`src/rtl/fanout_pkg.sv`:
```
// rtl/fanout_pkg.sv - shared constants and routing decode for the fanout blocks
package fanout_pkg;

  localparam int NUM_OUT = 20;
  localparam int DATA_W  = 17;
  localparam int SEL_W   = 8;
  localparam int SEL_BIT = 4;
  localparam int SELI_W  = $clog2(SEL_W);

  // A branch is routed when it is enabled and its select field marks it as used.
  function automatic logic is_active(input logic              en_bit,
                                     input logic [SEL_W-1:0]  sel_field,
                                     input logic [SELI_W-1:0] bit_idx = SELI_W'(SEL_BIT));
    return en_bit & sel_field[bit_idx];
  endfunction

endpackage

```
`src/rtl/fanout_eager_fork_if.sv`:
```
// rtl/fanout_eager_fork_if.sv - upstream token stream and per-branch broadcast stream
interface fanout_eager_fork_if #(
  parameter int NUM_OUT = fanout_pkg::NUM_OUT,
  parameter int DATA_W  = fanout_pkg::DATA_W
);

  logic [DATA_W-1:0]  in_data;
  logic               in_valid;
  logic               in_ready;
  logic [DATA_W-1:0]  out_data;
  logic [NUM_OUT-1:0] out_valid;
  logic [NUM_OUT-1:0] out_ready;

  modport master (output in_data, in_valid, out_ready,
                  input  in_ready, out_data, out_valid);

  modport slave  (input  in_data, in_valid, out_ready,
                  output in_ready, out_data, out_valid);

endinterface

```
`src/rtl/fanout_fifo.sv`:
```
// rtl/fanout_fifo.sv - input buffer with a registered head slot feeding the broadcast
module fanout_fifo #(
  parameter int DATA_W = fanout_pkg::DATA_W,
  parameter int DEPTH  = 2
) (
  input  logic              clk,
  input  logic              reset,
  input  logic              push,
  input  logic              pop,
  input  logic [DATA_W-1:0] push_data,
  output logic              full,
  output logic              empty,
  output logic [DATA_W-1:0] head_data
);

  localparam int PTR_W = (DEPTH > 1) ? $clog2(DEPTH) : 1;
  localparam int CNT_W = $clog2(DEPTH + 1);

  logic [DATA_W-1:0] mem [DEPTH];
  logic [PTR_W-1:0]  wr_ptr;
  logic [PTR_W-1:0]  rd_ptr;
  logic [CNT_W-1:0]  count;
  logic              head_valid;
  logic              load;
  logic              from_mem;
  logic              bypass;
  logic              to_mem;

  // The head slot sits in front of the buffer, so total holding capacity is DEPTH+1.
  // An empty buffer forwards straight into the head slot to keep one-cycle latency.
  assign full     = (count == CNT_W'(DEPTH));
  assign empty    = ~head_valid;
  assign load     = ~head_valid | pop;
  assign from_mem = load & (count != '0);
  assign bypass   = load & (count == '0) & push;
  assign to_mem   = push & ~bypass;

  // Buffer storage; contents need no reset because count gates every read.
  always_ff @(posedge clk) begin
    if (to_mem) mem[wr_ptr] <= push_data;
  end

  // Pointers and occupancy; pointers wrap naturally for a power-of-two depth.
  always_ff @(posedge clk or posedge reset) begin
    if (reset) begin
      wr_ptr <= '0;
      rd_ptr <= '0;
      count  <= '0;
    end else begin
      if (to_mem)   wr_ptr <= wr_ptr + PTR_W'(1);
      if (from_mem) rd_ptr <= rd_ptr + PTR_W'(1);
      if (to_mem & ~from_mem)      count <= count + CNT_W'(1);
      else if (from_mem & ~to_mem) count <= count - CNT_W'(1);
    end
  end

  // Head slot refill: oldest buffered entry first, otherwise the incoming token.
  always_ff @(posedge clk or posedge reset) begin
    if (reset) begin
      head_data  <= '0;
      head_valid <= 1'b0;
    end else if (from_mem) begin
      head_data  <= mem[rd_ptr];
      head_valid <= 1'b1;
    end else if (bypass) begin
      head_data  <= push_data;
      head_valid <= 1'b1;
    end else if (load) begin
      head_valid <= 1'b0;
    end
  end

endmodule

```
`src/rtl/fanout_eager_fork.sv`:
```
// rtl/fanout_eager_fork.sv - eager-fork broadcaster with per-branch acceptance tracking
module fanout_eager_fork #(
  parameter int NUM_OUT = fanout_pkg::NUM_OUT,
  parameter int DATA_W  = fanout_pkg::DATA_W,
  parameter int SEL_W   = fanout_pkg::SEL_W,
  parameter int SEL_BIT = fanout_pkg::SEL_BIT,
  parameter int DEPTH   = 2
) (
  input  logic                     clk,
  input  logic                     reset,
  input  logic [NUM_OUT-1:0]       en,
  input  logic [NUM_OUT*SEL_W-1:0] sel,
  fanout_eager_fork_if.slave       bus
);

  import fanout_pkg::*;

  logic [NUM_OUT-1:0] active;
  logic [NUM_OUT-1:0] done;
  logic [NUM_OUT-1:0] fire;
  logic [NUM_OUT-1:0] covered;
  logic               full;
  logic               empty;
  logic               push;
  logic               pop;
  logic [DATA_W-1:0]  head_data;

  // Decode routed branches from the quasi-static config.
  always_comb begin
    active = '0;
    for (int i = 0; i < NUM_OUT; i++) begin
      active[i] = is_active(en[i], sel[i*SEL_W +: SEL_W], SELI_W'(SEL_BIT));
    end
  end

  // in_ready comes only from buffer occupancy, never from downstream ready.
  assign push          = bus.in_valid & ~full;
  assign bus.in_ready  = ~full;
  assign bus.out_data  = head_data;
  assign bus.out_valid = {NUM_OUT{~empty}} & active & ~done;

  // The head retires once every routed branch has taken it or takes it now;
  // branches that dropped out of the active mask no longer hold it back.
  assign fire    = bus.out_valid & bus.out_ready;
  assign covered = ~active | done | fire;
  assign pop     = ~empty & (&covered);

  // Track which branches already consumed the head so none sees it twice.
  always_ff @(posedge clk or posedge reset) begin
    if (reset)    done <= '0;
    else if (pop) done <= '0;
    else          done <= done | fire;
  end

  fanout_fifo #(
    .DATA_W (DATA_W),
    .DEPTH  (DEPTH)
  ) u_fifo (
    .clk       (clk),
    .reset     (reset),
    .push      (push),
    .pop       (pop),
    .push_data (bus.in_data),
    .full      (full),
    .empty     (empty),
    .head_data (head_data)
  );

endmodule
```
`src/flat_wrapper.sv`:
```
// flat-port wrapper written by rule: the top's interface ports become plain ports
module fanout_eager_fork_flat import fanout_pkg::*;
#(
  parameter int NUM_OUT = fanout_pkg::NUM_OUT,
  parameter int DATA_W  = fanout_pkg::DATA_W,
  parameter int SEL_W   = fanout_pkg::SEL_W,
  parameter int SEL_BIT = fanout_pkg::SEL_BIT,
  parameter int DEPTH   = 2
)
  (clk, reset, en, sel, bus_in_data, bus_in_valid, bus_out_ready, bus_in_ready, bus_out_data, bus_out_valid);
  fanout_eager_fork_if #(.NUM_OUT(NUM_OUT), .DATA_W(DATA_W)) bus_i ();
  input  logic clk;
  input  logic reset;
  input  logic [NUM_OUT-1:0] en;
  input  logic [NUM_OUT*SEL_W-1:0] sel;
  input wire logic [$bits(bus_i.in_data)-1:0] bus_in_data;
  input wire logic [$bits(bus_i.in_valid)-1:0] bus_in_valid;
  input wire logic [$bits(bus_i.out_ready)-1:0] bus_out_ready;
  output wire logic [$bits(bus_i.in_ready)-1:0] bus_in_ready;
  output wire logic [$bits(bus_i.out_data)-1:0] bus_out_data;
  output wire logic [$bits(bus_i.out_valid)-1:0] bus_out_valid;
  assign bus_i.in_data = bus_in_data;
  assign bus_i.in_valid = bus_in_valid;
  assign bus_i.out_ready = bus_out_ready;
  assign bus_in_ready = bus_i.in_ready;
  assign bus_out_data = bus_i.out_data;
  assign bus_out_valid = bus_i.out_valid;
  fanout_eager_fork #(.NUM_OUT(NUM_OUT), .DATA_W(DATA_W), .SEL_W(SEL_W), .SEL_BIT(SEL_BIT), .DEPTH(DEPTH)) u_core (.clk(clk), .reset(reset), .en(en), .sel(sel), .bus(bus_i));
endmodule
```
`config.mk`:
```
export PLATFORM = sky130hd
export DESIGN_NAME = fanout_eager_fork_flat
export DESIGN_NICKNAME = d
export VERILOG_FILES = /design/src/rtl/fanout_pkg.sv /design/src/rtl/fanout_eager_fork_if.sv /design/src/rtl/fanout_fifo.sv /design/src/rtl/fanout_eager_fork.sv /design/src/flat_wrapper.sv
export SDC_FILE = /design/constraint.sdc
export NUM_CORES = 1
export LEC_CHECK = 0
export CORE_ASPECT_RATIO = 1.2
export CORE_UTILIZATION = 25
export CTS_BUF_LIST = sky130_fd_sc_hd__clkbuf_8
export DETAILED_ROUTE_END_ITERATION = 16
export PLACE_DENSITY_LB_ADDON = 0.05
export SLEW_MARGIN = 20
export SYNTH_ARGS = -nofsm -noshare
export SYNTH_HDL_FRONTEND = slang
export SYNTH_SLANG_ARGS = --single-unit
```
`constraint.sdc`:
```
create_clock -name clk -period 3.05 [get_ports clk]
set_input_delay 0.915 -clock clk [delete_from_list [all_inputs] [get_ports clk]]
set_output_delay 0.915 -clock clk [all_outputs]
set_load 0.01 [all_outputs]
```
==> key figures <==
Outcome
  – Run status: complete, no violations

Synthesis
  – Mapped Nets: 515
  – Yosys reg bits: 76
  – Dominant cell type by area after synthesis: dfrtp_1
  – Cells after synthesis: 294
  – Unique masters post-synth: 41
  – Area share of the largest cell type after synthesis: 30.1%
  – Syn avg cell area: 11.9 sq um
  – Top cells by area, synth: dfrtp_1 30%, edfxtp_1 29%, mux2_2 5.5%
  – YS warnings: 0
  – Post-Syn Area: 3500 sq um
  – Register area share after synthesis: 59.3%

Placed design
  – GPL Wtd Cong: 0.736
  – Port bufs: 117
  – HPWL after DPL: 6630 um
  – Worst slack, placed: -391 ps

Setup path
  – Worst setup EP type: register
  – CP required: 3320 ps
  – Crit path kind: primary input to register
  – Arrival time worst endpoint: 3250 ps
  – Crit-path max FO: 3
  – Crit path launch type: primary input

CTS
  – CTS clk-pin slew, worst paths: 80 ps
  – Clk buf depth: 2
  – CTS tree: built
  – Clk root buf: clkbuf_8
  – H-tree Lvls: 3
  – CTS buffer count: 9
  – Clock sink total: 76
  – Clk Latency, worst-skew pair: 350 ps

GRT
  – Overflow after GRT: 0
  – First-pass GRT wire length: 15100 um
  – Vias in the first global route: 2856
  – Overall routing resource usage: 13.9%
  – Initial antenna violation count: 0
  – Largest net degree at the start of global routing: 43

Die
  – Placeable Area: 13400 sq um
  – # IOs: 258
  – Initial Util: 26.1%
  – Die ar.: 14500 sq um
  – Die width: 110 um
  – Row count: 46
  – Die Y: 132 um

Timing
  – Crit path time final: 2980 ps
  – Setup violations, final: 0
  – RSZ-0062 raised after global routing: false
  – Final worst path period share: 97.7%
  – Final setup margin: 69.2 ps
  – Setup Skew: 16.2 ps
  – Slew Viols, Final: 0
  – Worst-Margin Slew: 877 ps
  – WHS: 503 ps
  – Hold Fails Final Rpt: 0
  – Slew Limit Headroom: 41.6%
  – Fmax: 0.335 GHz

Cells and area
  – Ratio of cells with drive above 1 in the final layout: 18.4%
  – Post-layout util: 39.3%
  – N_diodes: 0
  – Nets: 657
  – Area delta synth->final: 50.9%

Power and ir drop
  – Leakage: 0.00214 uW
  – Maximum vdd drop: 0.300 mV
  – Internal power: 3050 uW
  – Combinational Power Share: 42.4%
  – Sw Share: 33.1%
  – Pwr dens: 864 nW/um^2
  – Reg power frac: 39.0%
  – Clock power share: 18.6%
  – P_sw: 1510 uW

Routing
  – Iteration-0 DRC Markers: 73
  – DR WL/cell: 15.7 um
  – Via density: 4.52
  – Final ANT Viol Nets: 0
  – Via Count: 2754
  – DRT Pass-1 Iters: 4
  – Remaining DRCs: 0
  – Routed WL: 9540 um

Hold path
  – Min-delay worst type: register to register

Run
  – Maxcap violations: 0
## cell usage after synthesis
cell type and count:
edfxtp_1 34, nor3_1 8, a211oi_1 8, nand2_1 35, buf_1 1, o22a_1 1
buf_2 3, and3_1 2, and3b_1 4, xnor2_1 2, nor2_1 10, a21oi_1 23
a2bb2oi_1 6, mux2_2 17, o21ai_1 1, dfrtp_1 42, o21ai_0 2, o22ai_1 17
ha_1 1, nor3b_1 1, buf_6 2, nand3_1 1, inv_1 21, a32oi_1 2
o41ai_2 1, o2bb2a_1 1, a31oi_1 1, o31a_1 1, nor2b_1 2, buf_4 3
a2bb2oi_2 10, xor2_1 3, a22oi_1 1, clkbuf_1 6, and2_1 7, nand2b_1 1
or4_4 2, or4_1 2, nand3b_1 7, nand4_1 1, a41oi_1 1
## power by group through the flow
stage	Clock [uW]	Sequential (uW)	Combinational, uW
2_1_floorplan	0	1740	1110
3_3_place_gp	0	1800	1950
3_5_place_dp	0	1800	1960
4_1_cts	880	1780	1940
5_1_grt	925	1830	2120
6_report	846	1780	1930
## critical path: stages
cell and delay [ps]:
clkdlybuf4s50_1 490, a211oi_1 80, or4_4 590, o41ai_4 440, o21ai_2 110, ha_2 200, xor2_1 140, nor2_1 130
xor2_1 150
## per-layer routing
metal	GRT usage, %	part of all wire (%)	up-vias
li1	-	-	1365
met3	4.51	6.9	9
met2	22.3	47	82
met1	17.3	45	1298
met5	0	0	-
met4	5.11	1.3	0
## path summary, 6_finish.rpt
kind                                                              from  slack (ps)                                       to  cells after the start
max in group asynchronous                                        reset        1600                 u_core.done[6]$_DFF_PP0_                      3
worst max register to register    u_core.u_fifo.head_valid$_DFFE_PP0P_         300       u_core.u_fifo.count[1]$_DFFE_PP0P_                      9
min in group asynchronous                                        reset        1030  u_core.u_fifo.head_data[16]$_DFFE_PP0P_                      3
worst min-delay path            u_core.u_fifo.head_data[8]$_DFFE_PP0P_         500   u_core.u_fifo.head_data[8]$_DFFE_PP0P_                      1
worst min register to register  u_core.u_fifo.head_data[8]$_DFFE_PP0P_         500   u_core.u_fifo.head_data[8]$_DFFE_PP0P_                      1
worst max-delay path                                 bus_out_ready[14]          70       u_core.u_fifo.count[1]$_DFFE_PP0P_                      9
## cells in the final DEF (no fill, tap or decap), drive strengths merged, types with 17 or more instances in the layout
cell / count
buf: 29
a21oi: 23
dlygate4sd2: 20
dfrtp: 42
edfxtp: 34
mux2: 17
o22ai: 17
clkdlybuf4s50: 97
inv: 21
nand2: 35
## logic make-up (layout without fill, tap and decap cells)
logic type	count (synthesis)	in the layout	synth area share, %
XOR/XNOR	5	5	1.25
buffers and inverters	36	183	4.72
AO/OA/AOI/OAI	76	76	16.7
AND/OR/NAND/NOR	83	83	12.2
adder cells (fa/ha/maj)	1	1	0.358
flip-flops	76	76	59.3
multiplexers	17	17	5.48
## repair_timing
action,4_1_cts,5_1_grt
setup endpoints to repair,29,15
pin swaps,0,3
setup buffers,0,4
hold buffers,0,0
cloned,0,0
gates resized for setup,22,4
## final cells by class
type	instances	area (sq um)
Sequential cell	76	2070
Clock inverter	7	91.3
Inverter	21	78.8
Fill cell	1379	8140
Clock buffer	9	124
Tap cell	168	210
Timing Repair Buffer	146	1410
Multi-Input combinational cell	182	1290
## flip-flops by register name, indices dropped and copies added, names as in the netlist
| name | flops |
|---|---|
| u_core.u_fifo.count | 2 |
| u_core.u_fifo.head_valid | 1 |
| u_core.u_fifo.head_data | 17 |
| u_core.u_fifo.wr_ptr | 1 |
| u_core.u_fifo.mem | 34 |
| u_core.u_fifo.rd_ptr | 1 |
| u_core.done | 20 |
## per-stage QoR
stage                     power (uW)  std cells  TNS (ps)  area [sq um]
after global routing            4880        609         0          5280
after detailed placement        3760        589    -16380          5040
after floorplan                 2850        294         0          3500
after CTS                       4600        605         0          5240
final                           4560        609         0          5280
after global placement          3740        589    -16470          5040
Note: power is estimated with default switching activity, not from simulation.
